[src/rtl/ram_stream_reader_if.sv]
// ram_stream_reader_if: RAM read port and output stream bundle for the
// weight-RAM stream reader. The master side is the reader; the slave side is
// the RAM plus the downstream consumer.
interface ram_stream_reader_if #(
    parameter int ADDR_W = 16,
    parameter int DATA_W = 16
) ();
    logic [ADDR_W-1:0] ram_addr;
    logic              ram_we;
    logic [DATA_W-1:0] ram_data;
    logic [DATA_W-1:0] ram_q;

    logic              m_valid;
    logic              m_ready;
    logic [DATA_W-1:0] m_data;
    logic              m_last;

    modport master (
        output ram_addr, ram_we, ram_data, m_valid, m_data, m_last,
        input  ram_q, m_ready
    );

    modport slave (
        input  ram_addr, ram_we, ram_data, m_valid, m_data, m_last,
        output ram_q, m_ready
    );
endinterface

[src/rtl/ram_stream_reader.sv]
// ram_stream_reader: walks a contiguous window of the single-port weight RAM
// and emits each word, in address order, on a valid/ready stream. A 2-entry
// skid buffer absorbs the one-cycle RAM read latency under backpressure; a
// word arriving on ram_q is forwarded straight to the stream when the buffer
// is empty, which gives first m_valid two cycles after start and 1 word/clk.
// Optional build macro: CHECK_RAMP_EN adds a ramp comparator on the emitted
// words (chk_err/chk_cnt); without it both outputs are tied to zero.
//
// state | meaning
// ------+---------------------------------------------------------------
// IDLE  | waiting for start; window config sampled on an accepted start
// RUN   | issuing reads while (in-flight + buffered) < 2
// DRAIN | all addresses issued; emptying the skid buffer
// DONE  | one-cycle done pulse, then back to IDLE
module ram_stream_reader #(
    parameter int FRT_CELL = 10,
    parameter int BCK_CELL = 5,
    parameter int ADDR_W   = 16,
    parameter int DATA_W   = 16
) (
    input  logic                clk,
    input  logic                reset,
    input  logic                start,
    input  logic                cfg_base_sel,
    input  logic [ADDR_W-1:0]   cfg_base,
    input  logic [ADDR_W-1:0]   cfg_len,
    output logic                busy,
    output logic                done,
    ram_stream_reader_if.master bus,
    output logic                chk_err,
    output logic [7:0]          chk_cnt
);

    typedef enum logic [1:0] {
        IDLE  = 2'd0,
        RUN   = 2'd1,
        DRAIN = 2'd2,
        DONE  = 2'd3
    } state_t;

    localparam logic [ADDR_W-1:0] DEF_BASE = ADDR_W'(FRT_CELL);
    localparam logic [ADDR_W-1:0] DEF_LEN  = ADDR_W'(FRT_CELL * BCK_CELL);
    localparam logic [ADDR_W-1:0] ONE_A    = ADDR_W'(1);

    state_t            state, state_nx;

    logic [ADDR_W-1:0] addr_r;      // next address to present to the RAM
    logic [ADDR_W-1:0] len_r;
    logic [ADDR_W-1:0] iss_cnt;     // reads issued so far
    logic [ADDR_W-1:0] out_cnt;     // words handshaken so far
    logic              rd_pend;     // ram_q holds the word read last cycle

    logic [DATA_W-1:0] skid [2];
    logic              wr_ptr, rd_ptr;
    logic [1:0]        cnt;

    logic [ADDR_W-1:0] sel_base, sel_len;
    logic              accept, issue, last_issue;
    logic              valid, pop, pop_buf, push, last_word;
    logic [DATA_W-1:0] head;

    // Window selection, read-issue gating and skid-buffer head / bypass
    always_comb begin
        sel_base   = cfg_base_sel ? cfg_base : DEF_BASE;
        sel_len    = cfg_base_sel ? cfg_len  : DEF_LEN;
        accept     = (state == IDLE) && start;
        issue      = (state == RUN) && (({1'b0, rd_pend} + cnt) < 2'd2);
        last_issue = issue && (iss_cnt == (len_r - ONE_A));
        valid      = (cnt != 2'd0) || rd_pend;
        head       = (cnt != 2'd0) ? skid[rd_ptr] : bus.ram_q;
        pop        = valid && bus.m_ready;
        pop_buf    = pop && (cnt != 2'd0);
        // A fresh word bypasses the buffer only if it is consumed right away
        push       = rd_pend && !((cnt == 2'd0) && pop);
        last_word  = (out_cnt == (len_r - ONE_A));
    end

    // Stream and RAM outputs; write side of the RAM is never used
    always_comb begin
        bus.m_valid  = valid;
        bus.m_data   = valid ? head : '0;
        bus.m_last   = valid && last_word;
        bus.ram_addr = addr_r;
        bus.ram_we   = 1'b0;
        bus.ram_data = '0;
    end

    // State register
    always_ff @(posedge clk) begin
        if (reset) begin
            state <= IDLE;
        end else begin
            state <= state_nx;
        end
    end

    // Next-state logic and status outputs
    always_comb begin
        state_nx = state;
        busy     = (state != IDLE);
        done     = (state == DONE);
        case (state)
            IDLE: begin
                if (start) begin
                    state_nx = (sel_len == '0) ? DONE : RUN;
                end
            end
            RUN: begin
                if (last_issue) begin
                    state_nx = DRAIN;
                end
            end
            DRAIN: begin
                // The last word always reaches the stream after RUN has ended
                if (pop && last_word) begin
                    state_nx = DONE;
                end
            end
            DONE: begin
                state_nx = IDLE;
            end
            default: begin
                state_nx = IDLE;
            end
        endcase
    end

    // Address/length registers, counters and skid-buffer bookkeeping
    always_ff @(posedge clk) begin
        if (reset) begin
            addr_r  <= '0;
            len_r   <= '0;
            iss_cnt <= '0;
            out_cnt <= '0;
            rd_pend <= 1'b0;
            wr_ptr  <= 1'b0;
            rd_ptr  <= 1'b0;
            cnt     <= 2'd0;
        end else begin
            if (accept) begin
                addr_r  <= sel_base;
                len_r   <= sel_len;
                iss_cnt <= '0;
                out_cnt <= '0;
            end else begin
                if (issue) begin
                    addr_r  <= addr_r + ONE_A;
                    iss_cnt <= iss_cnt + ONE_A;
                end
                if (pop) begin
                    out_cnt <= out_cnt + ONE_A;
                end
            end
            rd_pend <= issue;
            if (push) begin
                wr_ptr <= ~wr_ptr;
            end
            if (pop_buf) begin
                rd_ptr <= ~rd_ptr;
            end
            if (push && !pop_buf) begin
                cnt <= cnt + 2'd1;
            end else if (!push && pop_buf) begin
                cnt <= cnt - 2'd1;
            end
        end
    end

    // Skid-buffer storage; contents are only meaningful while cnt says so
    always_ff @(posedge clk) begin
        if (push) begin
            skid[wr_ptr] <= bus.ram_q;
        end
    end

`ifdef CHECK_RAMP_EN
    localparam logic [DATA_W-1:0] RAMP_BASE = DATA_W'(-250);
    localparam logic [DATA_W-1:0] RAMP_STEP = DATA_W'(10);

    logic [DATA_W-1:0] ramp_exp;

    // Compare every handshaken word with the expected ramp; sticky flag and
    // saturating count are cleared by reset or by the next accepted start
    always_ff @(posedge clk) begin
        if (reset) begin
            chk_err  <= 1'b0;
            chk_cnt  <= 8'd0;
            ramp_exp <= RAMP_BASE;
        end else if (accept) begin
            chk_err  <= 1'b0;
            chk_cnt  <= 8'd0;
            ramp_exp <= RAMP_BASE;
        end else if (pop) begin
            ramp_exp <= ramp_exp + RAMP_STEP;
            if (head != ramp_exp) begin
                chk_err <= 1'b1;
                if (chk_cnt != 8'hFF) begin
                    chk_cnt <= chk_cnt + 8'd1;
                end
            end
        end
    end
`else
    assign chk_err = 1'b0;
    assign chk_cnt = 8'd0;
`endif

endmodule

[src/flat_wrapper.sv]
// flat-port wrapper written by rule: the top's interface ports become plain ports
module ram_stream_reader_flat 
#(
    parameter int FRT_CELL = 10,
    parameter int BCK_CELL = 5,
    parameter int ADDR_W   = 16,
    parameter int DATA_W   = 16
)
  (clk, reset, start, cfg_base_sel, cfg_base, cfg_len, busy, done, chk_err, chk_cnt, bus_ram_addr, bus_ram_we, bus_ram_data, bus_m_valid, bus_m_data, bus_m_last, bus_ram_q, bus_m_ready);
  ram_stream_reader_if #(.ADDR_W(ADDR_W), .DATA_W(DATA_W)) bus_i ();
  input  logic clk;
  input  logic reset;
  input  logic start;
  input  logic cfg_base_sel;
  input  logic [ADDR_W-1:0] cfg_base;
  input  logic [ADDR_W-1:0] cfg_len;
  output logic busy;
  output logic done;
  output logic chk_err;
  output logic [7:0] chk_cnt;
  output wire logic [$bits(bus_i.ram_addr)-1:0] bus_ram_addr;
  output wire logic [$bits(bus_i.ram_we)-1:0] bus_ram_we;
  output wire logic [$bits(bus_i.ram_data)-1:0] bus_ram_data;
  output wire logic [$bits(bus_i.m_valid)-1:0] bus_m_valid;
  output wire logic [$bits(bus_i.m_data)-1:0] bus_m_data;
  output wire logic [$bits(bus_i.m_last)-1:0] bus_m_last;
  input wire logic [$bits(bus_i.ram_q)-1:0] bus_ram_q;
  input wire logic [$bits(bus_i.m_ready)-1:0] bus_m_ready;
  assign bus_ram_addr = bus_i.ram_addr;
  assign bus_ram_we = bus_i.ram_we;
  assign bus_ram_data = bus_i.ram_data;
  assign bus_m_valid = bus_i.m_valid;
  assign bus_m_data = bus_i.m_data;
  assign bus_m_last = bus_i.m_last;
  assign bus_i.ram_q = bus_ram_q;
  assign bus_i.m_ready = bus_m_ready;
  ram_stream_reader #(.FRT_CELL(FRT_CELL), .BCK_CELL(BCK_CELL), .ADDR_W(ADDR_W), .DATA_W(DATA_W)) u_core (.clk(clk), .reset(reset), .start(start), .cfg_base_sel(cfg_base_sel), .cfg_base(cfg_base), .cfg_len(cfg_len), .busy(busy), .done(done), .bus(bus_i), .chk_err(chk_err), .chk_cnt(chk_cnt));
endmodule
[config.mk]
export PLATFORM = sky130hd
export DESIGN_NAME = ram_stream_reader_flat
export DESIGN_NICKNAME = d
export VERILOG_FILES = /design/src/rtl/ram_stream_reader_if.sv /design/src/rtl/ram_stream_reader.sv /design/src/flat_wrapper.sv
export SDC_FILE = /design/constraint.sdc
export NUM_CORES = 1
export LEC_CHECK = 0
export CORE_MARGIN = 8
export CORE_UTILIZATION = 40
export CTS_CLUSTER_DIAMETER = 40
export CTS_CLUSTER_SIZE = 40
export DETAILED_ROUTE_END_ITERATION = 8
export GPL_TIMING_DRIVEN = 0
export PLACE_DENSITY = 0.75
export SYNTH_ARGS = -nofsm -noshare
export SYNTH_HDL_FRONTEND = slang
export SYNTH_SLANG_ARGS = --single-unit
[constraint.sdc]
create_clock -name clk -period 4.62 [get_ports clk]
set_clock_uncertainty 0.2 [all_clocks]
set_input_delay 0.693 -clock clk [delete_from_list [all_inputs] [get_ports clk]]
set_output_delay 0.693 -clock clk [all_outputs]
set_load 0.01 [all_outputs]
=== Word-level counts from Yosys, hierarchy flattened ===
Memory sizes are Yosys's and may differ from the RTL's. A register that Yosys moved wholly into a read port is not among the register bits.
Index checks and enable logic that the tools add are counted.

* Register bits after elaboration: 71
* Memory bits (writable): 32
* Input port bits: 53
* Output and inout port bits: 62
* Word-level logic and storage cells: 69
* Memories: 1

{| class="wikitable"
|+ Memory list
! name !! depth !! width !! read ports !! clocked after Yosys merged registers in !! wr ports !! line !! text
|-
| u_core.skid || 2 || 16 || 1 || 1 || 1 || ram_stream_reader.sv:53 || <nowiki>logic [DATA_W-1:0] skid [2];</nowiki>
|}

* $add $sub $neg: 7
* Order comparisons: 1
* Equality and inequality tests: 8
* Mux-type cells: 17
* Bitwise gates (word level): 2
* Reductions and logical operators: 24

{| class="wikitable"
|+ Operators with widths
! kind !! number
|-
| $mux 16 || 6
|-
| $add 16x1->16 const B || 3
|-
| $eq 16x16->1 || 2
|-
| $logic_not 16->1 || 1
|-
| $sub 16x1->16 const B || 1
|-
| $mux 2 || 6
|-
| $logic_and 1x1->1 || 11
|-
| $pmux 2 s4 || 1
|-
| $reduce_bool 2->1 || 4
|-
| $eq 2x2->1 const B || 2
|-
| $logic_not 2->1 || 2
|-
| $mux 1 || 4
|-
| $ne 2x1->1 const B || 2
|-
| $logic_not 1->1 || 3
|-
| $reduce_and 3->1 || 1
|-
| $add 1x2->2 || 1
|-
| $add 2x1->2 const B || 1
|-
| $eq 2x1->1 const B || 1
|-
| $lt 2x2->1 const B || 1
|-
| $ne 2x2->1 const B || 1
|-
| $not 1->1 || 2
|-
| $reduce_or 2->1 || 1
|-
| $sub 2x1->2 const B || 1
|-
| $logic_or 1x1->1 || 1
|}

=== Logic depth before layout (Yosys ltp) ===
Gate-level depths: netlist of the first run.

* Word-level depth: 10
* Gate-level depth with buffers: 12
* Mapped depth without buffers: 10

=== Worst setup path after synthesis of the first run ===
No wires, ideal clock.

* Path type: register to output
* Start: reg u_core.len_r[0]
* End: out bus_m_last
* Arrival: 2.342 ns
* Required time: 3.727 ns
* Slack: 1.385 ns
* Stages on the path, launching flop included: 8
* Buffers on the path: 1
* Cells stage by stage: dfxtp_1 -> buf_6 -> or4_4 -> or4_4 -> mux2_2 -> o2111ai_1 -> nor4_1 -> and3_1

* Cells in the longest elaborated chain, start to end: 3

{| class="wikitable"
|+ RTL lines
! item !! line !! text
|-
| start: declaration || ram_stream_reader.sv:48 || <nowiki>logic [ADDR_W-1:0] len_r;</nowiki>
|-
| start signal: assignment || ram_stream_reader.sv:142 || <nowiki>len_r <= sel_len;</nowiki>
|-
| $sub 16x1->16 || ram_stream_reader.sv:75 || <nowiki>last_word = (out_cnt == (len_r - ONE_A));</nowiki>
|-
| $eq 16x16->1 || ram_stream_reader.sv:75 ||
|-
| $logic_and 1x1->1 || ram_stream_reader.sv:82 || <nowiki>bus.m_last = valid && last_word;</nowiki>
|-
| end: declaration || flat_wrapper.sv:26 || <nowiki>output wire logic [$bits(bus_i.m_last)-1:0] bus_m_last;</nowiki>
|}

Every way passes these cells.

=== Worst setup path after layout of the first run ===
* Start: reg u_core.len_r[2]
* End: out bus_m_last

The elaborated chain is that of the path after synthesis.

==> results of run 1 <==
## tightest hold or removal path, cell delays in order (launching register included)
cell     delay (ps)
dfxtp_1         330
xor2_1           80
nor2_1           70
## where the power goes
part	switching (mW)	internal, mW
sequential	0.0856	1.02
clock	0.384	0.386
combinational	0.676	0.502
total	1.15	1.91
## stage by stage
stage	utilization [%]	power (mW)	area, µm²	setup slack, ps	instances
after floorplan	-	1.871	5846	1385	679
after global placement	48.53	2.271	6947	379.6	950
after detailed placement	48.53	2.281	6947	428.8	950
after CTS	50.64	3.047	7248	57.17	966
after global routing	50.75	3.220	7264	21.36	966
final	50.75	3.055	7264	205.8	966
## flip-flops by register name, summed over array words and instances (netlist names), 2 cells and up, named ones only
register / flops
u_core.bus.ram_addr: 16
u_core.out_cnt: 16
u_core.state: 2
u_core.len_r: 16
u_core.cnt: 2
u_core.skid: 32
u_core.iss_cnt: 16
## logic make-up (layout without fill, tap and decap cells)
family | after synthesis | count (layout) | synth area share [%]
simple gates | 249 | 249 | 21.69
compound gates | 125 | 125 | 13.12
flops | 104 | 104 | 41.77
xor+xnor | 73 | 73 | 11.25
buf+inv | 73 | 176 | 6.635
mux | 20 | 20 | 3.524
fa+ha+maj | 9 | 9 | 1.958
other cells | 1 | 26 | 0.06520
## layer usage
metal	wire [µm]	vias up	GRT usage [%]	part of all wire (%)
met5	0	-	0	0
met4	156	0	4.332	1.0
met3	1204	13	4.102	7.7
met2	7484	186	26.88	48
met1	6736	2412	21.53	43
li1	-	2525	-	-
## area by class of cell
class	instances	share of cell area, %
Buffer	62	4.702
Clock buffer	9	3.100
Clock inverter	7	1.051
Sequential cell	104	33.07
Multi-Input combinational cell	502	42.35
Tap cell	184	3.169
Timing Repair Buffer	87	11.99
Inverter	11	0.5684
## cells in the final DEF, fill, tap and decap left out, types with 3 or more instances in the layout
cell / n
a211oi_1: 12
a21o_1: 4
a21oi_1: 42
a31oi_1: 7
and2_1: 3
and3_1: 13
buf_1: 4
buf_4: 26
clkbuf_1: 28
clkbuf_16: 9
clkdlybuf4s50_1: 87
conb_1: 26
dfxtp_1: 72
edfxtp_1: 32
ha_1: 9
inv_1: 11
inv_8: 3
mux2i_1: 18
nand2_1: 59
nand3_1: 44
nand4_1: 18
nor2_1: 49
nor2b_1: 7
nor3_1: 14
nor3b_1: 7
nor4_1: 8
o21ai_0: 40
o22ai_1: 3
o31ai_1: 3
or3_1: 10
or4_1: 3
xnor2_1: 30
xor2_1: 42
## worst max-delay path by stage
stage	startpoint	endpoint	slack, ps	cells after the start
6_report	u_core.len_r[2]$_SDFFE_PP0P_	bus_m_last	210	8
3_3_place_gp	u_core.len_r[2]$_SDFFE_PP0P_	bus_m_last	380	8
4_1_cts	u_core.len_r[2]$_SDFFE_PP0P_	bus_m_last	60	8
5_1_grt	u_core.len_r[0]$_SDFFE_PP0P_	bus_m_last	20	11
3_5_place_dp	u_core.len_r[2]$_SDFFE_PP0P_	bus_m_last	430	8
2_1_floorplan	u_core.len_r[0]$_SDFFE_PP0P_	bus_m_last	1380	7
==> impl_metrics.json, run 1 <==
{
  "outcome": "finished clean",
  "cts_resized": 0,
  "fin_tns_setup_ps": 0,
  "grt.total_usage_pct": 16.57,
  "htree_num_levels": 3,
  "path_cells": "clkbuf_1 > or4_4 > or4_4 > mux2_2 > o2111ai_1 > nor4_2 > and3_1 > clkdlybuf4s50_1",
  "layout-drive-gt1-share_pct": 7.417,
  "crit_path_max_incr_delay_ps": 580,
  "p_leak_nw": 2.573,
  "grt_pass1_vias": 4770,
  "hold_end": "u_core.rd_ptr$_SDFFE_PP0P_",
  "coreArea_um2": 14310,
  "tightestPinTransition_ps": 895.3,
  "cts_max_path_buffers": 2,
  "cts_setup_buffers": 0,
  "async_flop_share_pct": 0,
  "slew_headroom_pct": 39.85,
  "synth_commonest_cells": "dfxtp_1 (72), nand2_1 (59), nor2_1 (50), nand3_1 (44)",
  "synth-main-ff-cell": "dfxtp_1",
  "dr.pass1.iters": 5,
  "drtIter0Drc": 413,
  "grt_overflow": 0,
  "port-buffer-count": 87,
  "hold_slack_ps": 309.1,
  "path_delay_family": "simple AND/OR/NAND/NOR gates",
  "routabilityCongestion": 0.9247,
  "cap_violations": 0,
  "wire_per_inst_um": 16.13,
  "via_per_inst": 5.317,
  "ant_nets": 0,
  "syn_inst": 654,
  "rr_worst_depth": 8,
  "clkTransAtPathRegs_ps": 80,
  "synth_largest_area_cell": "dfxtp_1",
  "multi_input_area_um2": 3077,
  "wirelength_um": 15580,
  "cts-buffers-inserted": 9,
  "area_growth_syn_to_layout_pct": 26.30,
  "syn_area_per_cell_um2": 8.795,
  "min_from": "u_core.rd_ptr$_SDFFE_PP0P_",
  "die-width_um": 135.9,
  "reg2reg_slack_ps": 1320,
  "rsz0062_at_grt": "no",
  "min_period_over_period_pct": 95.55,
  "yosys-top-cells-area": "dfxtp_1 (25%), edfxtp_1 (17%), xor2_1 (6.4%)",
  "ir_worst_vdd_uv": 311.4,
  "worst-path-buf-inv": 2,
  "dp_hpwl_um": 11710,
  "fmax_ghz": 0.2265,
  "clkSinkCount": 104,
  "rows": 44,
  "critical_path_class": "flop to output port",
  "vias": 5136,
  "r2r_start": "u_core.len_r[2]$_SDFFE_PP0P_",
  "synth_cell_types": 51,
  "hold_depth": 2,
  "setup_viol": 0,
  "worst_ep_required_time_ps": 3730,
  "r2r_end": "u_core.state[1]$_SDFFE_PP0P_",
  "die_area_um2": 18470,
  "cpMaxStageDelayCell": "or4_4",
  "ctsHoldBuffers": 0,
  "grt_max_degree": 22,
  "cp.arrival_ps": 3520,
  "cts_tree": "built",
  "fin_crit_ps": 4414,
  "grt_pass1_wl_um": 24900,
  "antenna_cells": 0,
  "antenna_found_initial": 0,
  "start_util_pct": 40.18,
  "fin_nets": 839,
  "critPathMaxFanout": 9,
  "cpMostUsedCell": "or4_4",
  "hold_class": "flop to flop",
  "synth_top_area_share_pct": 25.06,
  "synth.cell_area_um2": 5752,
  "critPathLaunchType": "flop",
  "cp-end-kind": "output port",
  "drv_slew": 0,
  "hold_viol_final": 0,
  "seq_area_um2": 2402,
  "io_pins": 115,
  "root_buffer": "clkbuf_16",
  "num-fill-cells": 1368,
  "synth_edf_count": 32,
  "p_per_area_nw_per_um2": 420.6,
  "die-height_um": 135.9,
  "synth_warnings": 0,
  "drc_errors": 0,
  "ys_ff_latch": 104,
  "synth-seq-area-share_pct": 41.77,
  "clk-insertion-delay-late_ps": 350,
  "yosysMostFrequentCell": "dfxtp_1"
}
No activity file was read; power rests on OpenSTA's default activity.
==> inputs of run 2 (changes only) <==
- CTS_BUF_LIST: unset -> sky130_fd_sc_hd__clkbuf_2
==> impl_metrics.json, run 2 (synthesized netlist as in run 1, its figures left out) <==
{
  "routabilityCongestion": 0.9247,
  "largest_reg_flops": 32,
  "critPathMaxFanout": 7,
  "clkSinkCount": 104,
  "min_from": "cfg_base_sel",
  "fin_tns_setup_ps": 0,
  "tightestPinTransition_ps": 836.2,
  "htree_num_levels": 3,
  "ctsHoldBuffers": 0,
  "hold_end": "u_core.bus.ram_addr[4]$_SDFFE_PP0P_",
  "crit_path_max_incr_delay_ps": 580,
  "fin_nets": 838,
  "die-height_um": 135.9,
  "grt.total_usage_pct": 16.61,
  "die-width_um": 135.9,
  "wire_per_inst_um": 16.04,
  "setup_viol": 0,
  "clk-insertion-delay-late_ps": 630,
  "multi_input_area_um2": 3087,
  "clkTransAtPathRegs_ps": 310,
  "reg2reg_slack_ps": 1370,
  "fin_crit_ps": 4445,
  "p_per_area_nw_per_um2": 384.6,
  "drv_slew": 0,
  "rsz0062_at_grt": "no",
  "cts-buffers-inserted": 9,
  "slew_headroom_pct": 44.19,
  "seq_area_um2": 2404,
  "antenna_found_initial": 0,
  "r2r_end": "u_core.state[1]$_SDFFE_PP0P_",
  "grt_pass1_wl_um": 24850,
  "dr.pass1.iters": 5,
  "ant_nets": 0,
  "final_cell_mix": "clkdlybuf4s50_1 (86), dfxtp_1 (71), nand2_1 (59), nor2_1 (49), nand3_1 (44)",
  "worst_ep_required_time_ps": 3730,
  "layout-drive-gt1-share_pct": 7.810,
  "io_pins": 115,
  "die_area_um2": 18470,
  "cts_max_path_buffers": 2,
  "drc_errors": 0,
  "path_delay_family": "simple AND/OR/NAND/NOR gates",
  "grt_max_degree": 22,
  "cpMaxStageDelayCell": "or4_4",
  "rows": 44,
  "cts_setup_buffers": 0,
  "antenna_cells": 0,
  "regMostFlops": "u_core.skid",
  "outcome": "finished clean",
  "grt_pass1_vias": 4770,
  "num-fill-cells": 1395,
  "p_leak_nw": 2.508,
  "utilization_pct": 49.54,
  "ir_worst_vdd_uv": 256.8,
  "coreArea_um2": 14310,
  "critPathLaunchType": "flop",
  "port-buffer-count": 87,
  "area_growth_syn_to_layout_pct": 23.28,
  "rr_worst_depth": 8,
  "hold_depth": 3,
  "min_period_over_period_pct": 96.22,
  "post-place-ws_ps": 428.8,
  "final_common_cell": "clkdlybuf4s50_1",
  "drtIter0Drc": 356,
  "r2r_start": "u_core.len_r[0]$_SDFFE_PP0P_",
  "cp.arrival_ps": 3550,
  "fin_ws_ps": 174.6,
  "critical_path_class": "flop to output port",
  "worst-path-buf-inv": 2,
  "path_cells": "buf_6 > or4_4 > or4_4 > mux2_2 > o2111ai_1 > nor4_2 > and3_1 > dlygate4sd2_1",
  "hold_viol_final": 0,
  "vias": 5150,
  "cpMostUsedCell": "or4_4",
  "wirelength_um": 15480,
  "root_buffer": "clkbuf_2",
  "dp_hpwl_um": 11710,
  "cap_violations": 0,
  "cts_tree": "built",
  "fmax_ghz": 0.2250,
  "cp-end-kind": "output port",
  "start_util_pct": 40.18,
  "hold_class": "input port to flop",
  "via_per_inst": 5.337,
  "grt_overflow": 0
}
==> run 2: cell count changes in the layout (fill, tap and decap cells not counted), sizes merged <==
| cell | before | now |
|---|---|---|
| clkbuf | 38 | 37 |
| clkdlybuf4s50 | 87 | 86 |
| dlygate4sd2 | 0 | 1 |
==> run 2: worst max path at each step <==
stage                            startpoint    endpoint  slack (ps)  cells after the start
2_1_floorplan  u_core.len_r[0]$_SDFFE_PP0P_  bus_m_last        1380                      7
3_3_place_gp   u_core.len_r[2]$_SDFFE_PP0P_  bus_m_last         380                      8
3_5_place_dp   u_core.len_r[2]$_SDFFE_PP0P_  bus_m_last         430                      8
4_1_cts        u_core.len_r[0]$_SDFFE_PP0P_  bus_m_last         130                      8
5_1_grt        u_core.len_r[0]$_SDFFE_PP0P_  bus_m_last           3                      8
6_report       u_core.len_r[0]$_SDFFE_PP0P_  bus_m_last         170                      8
==> run 2: cell type report <==
class / instances / share of cell area, %
multi-input cells: 502 / 43.53
flip-flops and latches: 104 / 33.90
repair buffers: 87 / 12.26
plain buffers: 61 / 4.764
well taps: 184 / 3.247
clock inverters: 7 / 1.076
clock buffers: 9 / 0.6353
inverters: 11 / 0.5823
==> run 2: per-stage QoR <==
step | std cells | hold slack, ps | total power, mW | area (µm²)
after global routing | 965 | 295.6 | 2.903 | 7091
after floorplan | 679 | 272.5 | 1.871 | 5846
final | 965 | 296.8 | 2.727 | 7091
after CTS | 965 | 238.7 | 2.728 | 7078
after detailed placement | 950 | 288.4 | 2.281 | 6947
after global placement | 950 | 288.0 | 2.271 | 6947
==> run 2: power breakdown <==
group          switching (mW)  leakage [nW]  internal (mW)  total, mW
Sequential             0.0882         0.874           1.02       1.11
Combinational           0.672          1.56          0.503       1.18
Clock                   0.345        0.0752         0.0933      0.439
Total                    1.11          2.51           1.62       2.73
==> run 2: timing repair <==
item,CTS,global route
cloned,0,0
resized for setup,5,2
endpoints found under the setup margin,1,1
pin swaps,2,0
==> run 2: routing by layer <==
metal,vias up,part of all wire [%],routed length [µm],GRT usage (%)
met2,174,48,7371,26.64
met3,21,7.0,1086,5.248
met5,-,0,0,0
li1,2531,-,-,-
met4,0,1.4,212,3.905
met1,2424,44,6811,21.32
==> run 2: worst min-delay path: cells and delay by family <==
kind	cells	cell delay [ps]
compound gates	2	240
buf+inv	1	190
==> inputs of run 3 (changes only) <==
- ABC_AREA: unset -> 1
- PLACE_DENSITY: 0.75 -> 0.76
- clock period: 4.62 -> 3.9 ns (I/O delays scaled with it)
==> impl_metrics.json, run 3 <==
{
  "layout-drive-gt1-share_pct": 11.67,
  "cts_max_path_buffers": 2,
  "stdcell_count": 1157,
  "final_cell_mix": "nand2_1 (150), nor2_1 (105), inv_1 (99), clkdlybuf4s50_1 (86), nand3_1 (80)",
  "drv_slew": 0,
  "post-place-ws_ps": 331.7,
  "hold_slack_ps": 177.7,
  "critPathMaxFanout": 10,
  "port-buffer-count": 87,
  "largest_reg_flops": 32,
  "ys_ff_latch": 104,
  "min_from": "reset",
  "combPwrFrac_pct": 52.3,
  "clk-insertion-delay-late_ps": 590,
  "coreArea_um2": 15150,
  "cts_tree": "built",
  "r2r_start": "u_core.cnt[0]$_SDFFE_PP0P_",
  "rsz0062_at_grt": "no",
  "fin_nets": 1025,
  "min_period_over_period_pct": 92.54,
  "power.total_mw": 3.852,
  "routabilityCongestion": 0.9020,
  "regMostFlops": "u_core.skid",
  "via_per_inst": 4.988,
  "setup_viol": 0,
  "yosys-top-cells-area": "dfxtp_1 (23%), edfxtp_1 (16%), nand2_1 (9.1%)",
  "utilization_pct": 49.63,
  "io_pins": 115,
  "seq_area_um2": 2409,
  "grt_overflow": 0,
  "clkSinkCount": 104,
  "rr_worst_depth": 6,
  "wirelength_um": 16370,
  "grt_pass1_vias": 5459,
  "die-height_um": 140.1,
  "num-fill-cells": 1472,
  "ant_nets": 0,
  "worst_ep_required_time_ps": 3120,
  "synth_warnings": 0,
  "synth.cell_area_um2": 6165,
  "dr.pass1.iters": 5,
  "slew_headroom_pct": 15.30,
  "die-width_um": 140.1,
  "synth_edf_count": 32,
  "rows": 45,
  "clkTransAtPathRegs_ps": 300,
  "p_per_area_nw_per_um2": 512.4,
  "ctsHoldBuffers": 0,
  "grt.total_usage_pct": 16.63,
  "die_area_um2": 19640,
  "synth_top_area_share_pct": 23.38,
  "multi_input_area_um2": 3214,
  "hold_viol_final": 0,
  "synth_commonest_cells": "nand2_1 (150), nor2_1 (108), inv_1 (100), nand3_1 (80), dfxtp_1 (72)",
  "antenna_found_initial": 1,
  "final_common_cell": "nand2_1",
  "yosysMostFrequentCell": "nand2_1",
  "hold_end": "u_core.cnt[1]$_SDFFE_PP0P_",
  "cts-buffers-inserted": 9,
  "switching_share_pct": 43.89,
  "fin_area_um2": 7517,
  "cp-end-kind": "output port",
  "place_area_um2": 7365,
  "critPathLaunchType": "flop",
  "r2r_end": "u_core.skid[0][8]$_DFFE_PP_",
  "vias": 5771,
  "grt_pass1_wl_um": 26650,
  "fin_crit_ps": 3609,
  "outcome": "finished clean",
  "syn_inst": 839,
  "reg2reg_slack_ps": 1300,
  "synth_cell_types": 53,
  "start_util_pct": 40.70,
  "area_growth_syn_to_layout_pct": 21.94,
  "fmax_ghz": 0.2771,
  "fin_ws_ps": 291.0,
  "synth-seq-area-share_pct": 38.97,
  "ir_worst_vdd_uv": 315.5,
  "grt_max_degree": 20,
  "tightestPinTransition_ps": 1266,
  "dp_hpwl_um": 12880,
  "syn_area_per_cell_um2": 7.348,
  "drtIter0Drc": 370,
  "hold_class": "input port to flop",
  "drc_errors": 0,
  "htree_num_levels": 3,
  "wire_per_inst_um": 14.15,
  "cap_violations": 0,
  "p_int_mw": 2.161,
  "p_seq_share_pct": 35.3,
  "p_leak_nw": 3.101,
  "cp.arrival_ps": 2820,
  "hold_depth": 2,
  "root_buffer": "clkbuf_2",
  "critical_path_class": "flop to output port",
  "p_sw_mw": 1.691,
  "async_flop_share_pct": 0,
  "synth_largest_area_cell": "dfxtp_1",
  "clock_power_share_pct": 12.4,
  "fin_tns_setup_ps": 0,
  "post-place-cells": 1139,
  "synth-main-ff-cell": "dfxtp_1"
}
## run 3: routing by layer
| layer | track usage (%) | up-vias | part of all wire, % |
|---|---|---|---|
| li1 | - | 2989 | - |
| met1 | 20.66 | 2601 | 45 |
| met2 | 27.73 | 162 | 47 |
| met3 | 3.908 | 19 | 7.0 |
| met4 | 5.600 | 0 | 1.7 |
| met5 | 0 | - | 0 |
## run 3: kinds of logic (layout without fill, tap and decap cells)
family	count (synthesis)	in the layout	share of synthesized area, %
adders and majority gates	9	9	1.827
muxes	16	16	2.923
and+or+nand+nor	401	401	30.24
DFF	104	104	38.97
buffers and inverters	152	256	10.98
other	1	27	0.06083
xor gates and xnor gates	12	12	2.151
AOI/OAI and AO/OA	144	144	12.85
## run 3: worst max path at each step
stage / cells after the start / startpoint / to / slack [ps]
2_1_floorplan: 12 / u_core.len_r[0]$_SDFFE_PP0P_ / bus_m_last / 1340
3_3_place_gp: 11 / u_core.len_r[0]$_SDFFE_PP0P_ / bus_m_last / 390
3_5_place_dp: 11 / u_core.len_r[0]$_SDFFE_PP0P_ / bus_m_last / 330
4_1_cts: 13 / u_core.len_r[0]$_SDFFE_PP0P_ / bus_m_last / 200
5_1_grt: 6 / flop / bus_m_data[13] / 8
6_report: 6 / flop / bus_m_data[9] / 290
## run 3: critical path: stages (launching register included)
cell,delay [ps]
dfxtp_1,380
clkbuf_1,310
clkbuf_1,460
mux2_2,400
o21ai_0,150
inv_1,60
clkdlybuf4s50_1,480
## run 3: final cells by class
type                       instances  share of cell area [%]
antenna                            1                 0.03329
buffer                            44                   3.612
clock buffer                      10                  0.6658
clock inverter                     6                  0.7490
inverter                         108                   5.393
multi-input combinational        608                   42.76
sequential                       104                   32.04
tap                              188                   3.129
timing repair buffer              88                   11.62
## run 3: timing repair
| action | in CTS | in global routing |
|---|---|---|
| endpoints found under the setup margin | 1 | 1 |
| resized for setup | 10 | 5 |
| pin swaps | 2 | 3 |
| buffers inserted | 1 | 0 |
## run 3: power by group through the flow
stage	sequential [mW]	clock [mW]	combinational, mW
6_report	1.36	0.479	2.01
5_1_grt	1.38	0.537	2.25
4_1_cts	1.36	0.495	2.00
3_5_place_dp	1.38	0	1.97
3_3_place_gp	1.38	0	1.95
2_1_floorplan	1.38	0	1.30
